===== src/rtl/read_engine_pkg.sv =====
// Shared types and constants for the AFU read-request engine and its
// control-block decode.
package interface_debug;

    localparam int CL_ADDR_W     = 42;
    localparam int MDATA_W       = 16;

    // Control-block field offsets in bits, plus the byte-to-cache-line shift.
    localparam int CB_CODE_LSB      = 0;
    localparam int CB_NUM_LINES_LSB = 32;
    localparam int CB_BASE_LSB      = 64;
    localparam int CL_BYTE_SHIFT    = 6;

    typedef logic [31:0]          t_uint32;
    typedef logic [CL_ADDR_W-1:0] t_cl_addr;

    typedef enum logic [1:0] {
        AFU_IDLE = 2'd0,
        AFU_CTRL = 2'd1,
        AFU_RUN  = 2'd2,
        AFU_DONE = 2'd3
    } e_afu_state;

    typedef enum logic [2:0] {
        R_IDLE      = 3'd0,
        R_CTRL_REQ  = 3'd1,
        R_CTRL_WAIT = 3'd2,
        R_RUN       = 3'd3,
        R_DONE      = 3'd4
    } e_read_state;

    localparam logic [MDATA_W-1:0] READ_CTRL_MDATA   = 16'h0001;
    localparam logic [MDATA_W-1:0] READ_RUN_MDATA    = 16'h0002;
    localparam t_uint32            CONTROL_START_RUN = 32'h0000_0001;

endpackage


===== src/rtl/read_engine_if.sv =====
// Control-response interface: the parent drives valid/data, and the
// control-block fields are decoded combinationally for the read engine.
interface ctrl_resp_if
    import interface_debug::*;
(
    input logic clk,
    input logic reset
);
    logic         valid;
    logic [511:0] data;
    t_uint32      code;
    t_uint32      num_lines;
    t_cl_addr     base_addr;

    logic [63:0]  w_base_byte;
    logic         w_unused_bits;

    assign code        = data[CB_CODE_LSB +: 32];
    assign num_lines   = data[CB_NUM_LINES_LSB +: 32];
    assign w_base_byte = data[CB_BASE_LSB +: 64];
    // Byte address to cache-line address, truncated to the CL width.
    assign base_addr   = w_base_byte[CL_BYTE_SHIFT +: CL_ADDR_W];

    assign w_unused_bits = ^{data[511:128], w_base_byte[63:48], w_base_byte[5:0], clk, reset};

    modport master (input clk, input reset, output valid, output data);
    modport slave  (input clk, input reset, input valid, input code,
                    input num_lines, input base_addr);
endinterface


===== src/rtl/read_engine.sv =====
// Read-request generator: one control-block read, then sequential cache-line
// reads over the described buffer. Define READ_ENGINE_CTRL_POLL_EN to re-read
// the control block until a START_RUN code arrives.
module read_engine
    import interface_debug::*;
(
    input  logic               clk,
    input  logic               reset,
    input  logic               stall,
    input  logic [1:0]         afu_state,
    input  t_cl_addr           ctrl_addr,
    ctrl_resp_if.slave         ctrl_resp,
    output logic               rd_valid,
    output logic [MDATA_W-1:0] mdata,
    output t_cl_addr           addr
);
    e_read_state        r_state;
    e_read_state        w_state_nxt;
    t_uint32            r_idx;
    t_uint32            w_idx_nxt;
    t_uint32            r_num_lines;
    t_uint32            w_num_lines_nxt;
    t_cl_addr           r_base;
    t_cl_addr           w_base_nxt;
    logic               r_rd_valid;
    logic               w_rd_valid;
    logic [MDATA_W-1:0] r_mdata;
    logic [MDATA_W-1:0] w_mdata;
    t_cl_addr           r_addr;
    t_cl_addr           w_addr;

    assign rd_valid = r_rd_valid;
    assign mdata    = r_mdata;
    assign addr     = r_addr;

    // Next-state and next-request decode; an idle AFU aborts any activity.
    always_comb begin
        w_state_nxt     = r_state;
        w_idx_nxt       = r_idx;
        w_num_lines_nxt = r_num_lines;
        w_base_nxt      = r_base;
        w_rd_valid      = 1'b0;
        w_mdata         = r_mdata;
        w_addr          = r_addr;
        if ((r_state != R_IDLE) && (afu_state == AFU_IDLE)) begin
            w_state_nxt = R_IDLE;
        end else begin
            case (r_state)
                R_IDLE: begin
                    if (afu_state == AFU_CTRL) begin
                        w_state_nxt = R_CTRL_REQ;
                    end else begin
                        w_state_nxt = R_IDLE;
                    end
                end
                R_CTRL_REQ: begin
                    if (!stall) begin
                        w_rd_valid  = 1'b1;
                        w_addr      = ctrl_addr;
                        w_mdata     = READ_CTRL_MDATA;
                        w_state_nxt = R_CTRL_WAIT;
                    end else begin
                        w_state_nxt = R_CTRL_REQ;
                    end
                end
                R_CTRL_WAIT: begin
                    if (ctrl_resp.valid && (ctrl_resp.code == CONTROL_START_RUN)) begin
                        w_base_nxt      = ctrl_resp.base_addr;
                        w_num_lines_nxt = ctrl_resp.num_lines;
                        w_idx_nxt       = 32'd0;
                        w_state_nxt     = R_RUN;
`ifdef READ_ENGINE_CTRL_POLL_EN
                    end else if (ctrl_resp.valid) begin
                        w_state_nxt = R_CTRL_REQ;
`endif
                    end else begin
                        w_state_nxt = R_CTRL_WAIT;
                    end
                end
                R_RUN: begin
                    // idx only ever counts up to num_lines, so equality marks the end.
                    if (r_idx == r_num_lines) begin
                        w_state_nxt = R_DONE;
                    end else if ((afu_state == AFU_RUN) && !stall) begin
                        w_rd_valid = 1'b1;
                        w_addr     = r_base + CL_ADDR_W'(r_idx);
                        w_mdata    = READ_RUN_MDATA;
                        w_idx_nxt  = r_idx + 32'd1;
                    end else begin
                        w_state_nxt = R_RUN;
                    end
                end
                R_DONE: begin
                    w_state_nxt = R_DONE;
                end
                default: begin
                    w_state_nxt = R_IDLE;
                end
            endcase
        end
    end

    // State, counters and registered request outputs.
    always_ff @(posedge clk) begin
        if (reset) begin
            r_state     <= R_IDLE;
            r_idx       <= 32'd0;
            r_num_lines <= 32'd0;
            r_base      <= '0;
            r_rd_valid  <= 1'b0;
            r_mdata     <= '0;
            r_addr      <= '0;
        end else begin
            r_state     <= w_state_nxt;
            r_idx       <= w_idx_nxt;
            r_num_lines <= w_num_lines_nxt;
            r_base      <= w_base_nxt;
            r_rd_valid  <= w_rd_valid;
            r_mdata     <= w_mdata;
            r_addr      <= w_addr;
        end
    end

endmodule


===== src/flat_wrapper.sv =====
// flat-port wrapper written by rule: the top's interface ports become plain ports
module read_engine_flat import interface_debug::*;
  (clk, reset, stall, afu_state, ctrl_addr, rd_valid, mdata, addr, ctrl_resp_valid);
  ctrl_resp_if ctrl_resp_i (.clk(clk), .reset(reset));
  input  logic clk;
  input  logic reset;
  input  logic stall;
  input  logic [1:0] afu_state;
  input  t_cl_addr ctrl_addr;
  output logic rd_valid;
  output logic [MDATA_W-1:0] mdata;
  output t_cl_addr addr;
  input wire logic [$bits(ctrl_resp_i.valid)-1:0] ctrl_resp_valid;
  assign ctrl_resp_i.valid = ctrl_resp_valid;
  read_engine u_core (.clk(clk), .reset(reset), .stall(stall), .afu_state(afu_state), .ctrl_addr(ctrl_addr), .ctrl_resp(ctrl_resp_i), .rd_valid(rd_valid), .mdata(mdata), .addr(addr));
endmodule

===== config.mk =====
export PLATFORM = sky130hd
export DESIGN_NAME = read_engine_flat
export DESIGN_NICKNAME = d
export VERILOG_FILES = /design/src/rtl/read_engine_pkg.sv /design/src/rtl/read_engine_if.sv /design/src/rtl/read_engine.sv /design/src/flat_wrapper.sv
export SDC_FILE = /design/constraint.sdc
export NUM_CORES = 1
export LEC_CHECK = 0
export CELL_PAD_IN_SITES_DETAIL_PLACEMENT = 0
export CELL_PAD_IN_SITES_GLOBAL_PLACEMENT = 2
export CORE_MARGIN = 2
export CORE_UTILIZATION = 31
export DETAILED_ROUTE_END_ITERATION = 10
export PLACE_DENSITY = 0.86
export SLEW_MARGIN = 40
export SYNTH_ARGS = -nofsm -noshare
export SYNTH_HDL_FRONTEND = slang
export SYNTH_SLANG_ARGS = --single-unit

===== constraint.sdc =====
create_clock -name clk -period 4.4 [get_ports clk]
set_clock_uncertainty 0.15 [all_clocks]
set_input_delay 0.88 -clock clk [delete_from_list [all_inputs] [get_ports clk]]
set_output_delay 0.88 -clock clk [all_outputs]
set_load 0.1 [all_outputs]

==> flow_summary_export.csv <==
group,metric,value,unit
status,outcome,"finished clean",
die,io_pins,107,
clock_tree,cts_tree,"built",
clock_tree,cts_setup_buffers,0,
drt,routed_wl,12.2,mm
yosys,synth.distinct_cells,56,
yosys,synthFlopType,"dfxtp_1",
yosys,ys_warn_count,106,
drt,wl_met2,5.75,mm
drt,ant_nets,0,
global_route,grt_pass1_wl,20.0,mm
pwr,p_leak,1.81,nW
worst_setup_path,cpPeakStageDelay,550,ps
yosys,syn_area,0.00426,mm^2
worst_setup_path,arrival,3100,ps
final_layout,fillCellCount,1407,
global_route,antenna_found_initial,0,
placed_design,port_buffers,91,
final_layout,drive_gt1_share,16.1,%
drt,met1Wirelength,5.56,mm
yosys,synth-seq-area-share,37.6,%
drt,top_layer,"met4",
global_route,grt_max_degree,48,
sta,rsz0062_at_grt,"no",
yosys,avgSynthCellArea,8.46,um^2
sta,slew_headroom,55.5,%
sta,post-route-min-period,3020,ps
placed_design,place_congestion,0.758,
worst_setup_path,end_kind,"flop",
clock_tree,clk_latency,340,ps
yosys,synth_edf_count,0,
clock_tree,holdBufCountCts,0,
yosys,synth_seq_cells,80,
sta,maxSlewViolCount,0,
placed_design,dp.cells,732,
drt,drc,0,
sta,fmax,331,MHz
yosys,synth-async-reset-ratio,0,%
sta,setup_viol_count_final,0,
clock_tree,cts-resized-gates,0,
worst_setup_path,cpMaxStageDelayCell,"clkdlybuf4s50_1",
job,max_cap_viol_count,0,
yosys,synthTopCellsByArea,"dfxtp_1 38%, nand4_1 6.3%, a22oi_1 5.1%",
final_layout,diodes,0,
final_layout,synthToLayoutAreaGrowth,22.6,%
worst_setup_path,worstSetupPathType,"in -> reg",
sta,hold_viol_final,0,
pwr,ir_worst_vdd,0.000171,V
drt,drtIter0Drc,240,
global_route,grt_use_total,17.0,%
clock_tree,cts_buffer_depth,2,
clock_tree,cts_root_buf,"clkbuf_16",
die,core,0.0133,mm^2
final_layout,layout.nets,617,
worst_setup_path,path_max_fanout,21,
die,num_rows,42,
worst_setup_path,crit_chain,"clkdlybuf4s50_1, and4bb_2, nand4_2, nor4_1, mux2_1",
drt,wl_per_cell,16.4,um
clock_tree,cts_buffers,9,
clock_tree,path_clk_slew,60,ps
yosys,yosys.area.top_type,"dfxtp_1",
hold_path,worstHoldPathType,"reg -> reg",
drt,dr_wl_met3,737,um
final_layout,stdcell_count,748,
pwr,p_per_area,326,mW/mm^2
die,fp.dieW,121,um
sta,worst_pin_slew,668,ps
final_layout,utilization,39.1,%
die,dieArea,0.0147,mm^2
worst_setup_path,start_kind,"input pin",
clock_tree,clock-sinks,80,
global_route,grt_pass1_vias,3949,
die,die_height,121,um
sta,timing.final.crit_share,68.6,%
die,initial_core_util,31.9,%
yosys,synthCells,503,
drt,vias,4109,
drt,viasPerCell,5.49,
global_route,grt_overflow_total,0,
sta,tns,0,ps
clock_tree,htreeDepth,3,
yosys,synth_top_area_share,37.6,%
worst_setup_path,required,4480,ps
drt,dr.pass1.iters,4,
placed_design,dp_hpwl,8.00,mm
==> report_power, final <==
part	internal [mW]	switching (mW)	leakage, nW	total, mW
combinational	0.0601	0.162	1.02	0.222
clock	0.429	0.309	0.149	0.737
sequential	0.734	0.00826	0.645	0.742
==> path summary, 6_finish.rpt <==
path / start / to / slack, ps / cells after the start
max: stall / u_core.r_idx[31] / 1380 / 5
min: u_core.addr[32] / u_core.addr[32] / 300 / 2
max reg2reg: u_core.r_state[0] / u_core.r_idx[26] / 1920 / 6
min reg2reg: u_core.addr[32] / u_core.addr[32] / 300 / 2
==> critical path, delay by kind of cell <==
| kind | cells | cell delay [ps] |
|---|---|---|
| and+or+nand+nor | 3 | 1300 |
| buffers and inverters | 1 | 550 |
| muxes | 1 | 360 |
==> layer usage <==
layer  track usage [%]  vias up
li1                  -     2015
met1              22.2     1983
met2              27.3       96
met3              4.65       15
met4              5.53        0
met5                 0        -
==> layout by cell type, fill, tap and decap left out, types with 5 or more instances in the layout <==
| cell type | instances |
|---|---|
| clkbuf_16 | 9 |
| nand3_1 | 40 |
| a21oi_1 | 16 |
| inv_1 | 6 |
| nor2b_1 | 13 |
| and4_1 | 8 |
| a22oi_1 | 29 |
| and2_1 | 5 |
| mux2_1 | 7 |
| conb_1 | 14 |
| buf_2 | 46 |
| clkdlybuf4s50_1 | 45 |
| mux2_2 | 6 |
| nor4_1 | 15 |
| a31oi_1 | 33 |
| o21ai_0 | 18 |
| nand2_1 | 35 |
| o31ai_1 | 5 |
| buf_4 | 10 |
| nand4_1 | 43 |
| nor2_1 | 19 |
| or3_1 | 9 |
| dfxtp_1 | 80 |
| mux2i_1 | 6 |
==> sequential cells by signal (all words and copies together) (netlist names) <==
signal           flops
u_core.r_state       3
u_core.r_idx        32
u_core.mdata         2
u_core.addr         42
u_core.rd_valid      1
==> area by class of cell <==
type,instances,area [um^2],share of cell area [%]
clock buffers,12,267,5.11
clock inverters,4,27.5,0.527
inverters,7,26.3,0.503
multi-input cells,368,2320,44.5
flip-flops and latches,80,1600,30.7
well taps,176,220,4.22
repair buffers,101,756,14.5
==> synth_stat cells (3+ instances only) <==
cell / number
a21oi_1: 16
a22oi_1: 29
a31oi_1: 34
and2_1: 5
and4_1: 8
buf_2: 17
buf_4: 19
buf_6: 6
clkbuf_1: 18
dfxtp_1: 80
inv_1: 6
mux2_1: 7
mux2_2: 6
mux2i_1: 6
nand2_1: 35
nand3_1: 40
nand4_1: 43
nor2_1: 19
nor2b_1: 13
nor4_1: 15
o21ai_0: 18
o311ai_0: 3
o31ai_1: 5
o41ai_1: 3
or2_2: 4
or3_1: 9
or4_1: 4
==> cell families (layout without fill, tap and decap cells) <==
logic type / after synthesis / in the layout / synth area share [%]
buffers and inverters: 68 / 124 / 9.26
other: 1 / 14 / 0.0881
adders and majority gates: 2 / 2 / 0.588
and+or+nand+nor: 211 / 211 / 28.3
DFF: 80 / 80 / 37.6
AOI/OAI and AO/OA: 120 / 120 / 18.8
muxes: 19 / 19 / 4.85
xor gates and xnor gates: 2 / 2 / 0.412
==> through the flow <==
| step | setup slack, ps | hold slack [ps] | cell area (um^2) | total power [mW] |
|---|---|---|---|---|
| 2_1_floorplan | 2100 | 318 | 4310 | 0.928 |
| 3_3_place_gp | 933 | 285 | 5140 | 0.988 |
| 5_1_grt | 1210 | 327 | 5220 | 1.76 |
| 6_report | 1380 | 296 | 5220 | 1.70 |
| 4_1_cts | 1230 | 297 | 5210 | 1.72 |
| 3_5_place_dp | 836 | 290 | 4920 | 0.981 |
Power figures use the tool's default switching activity.
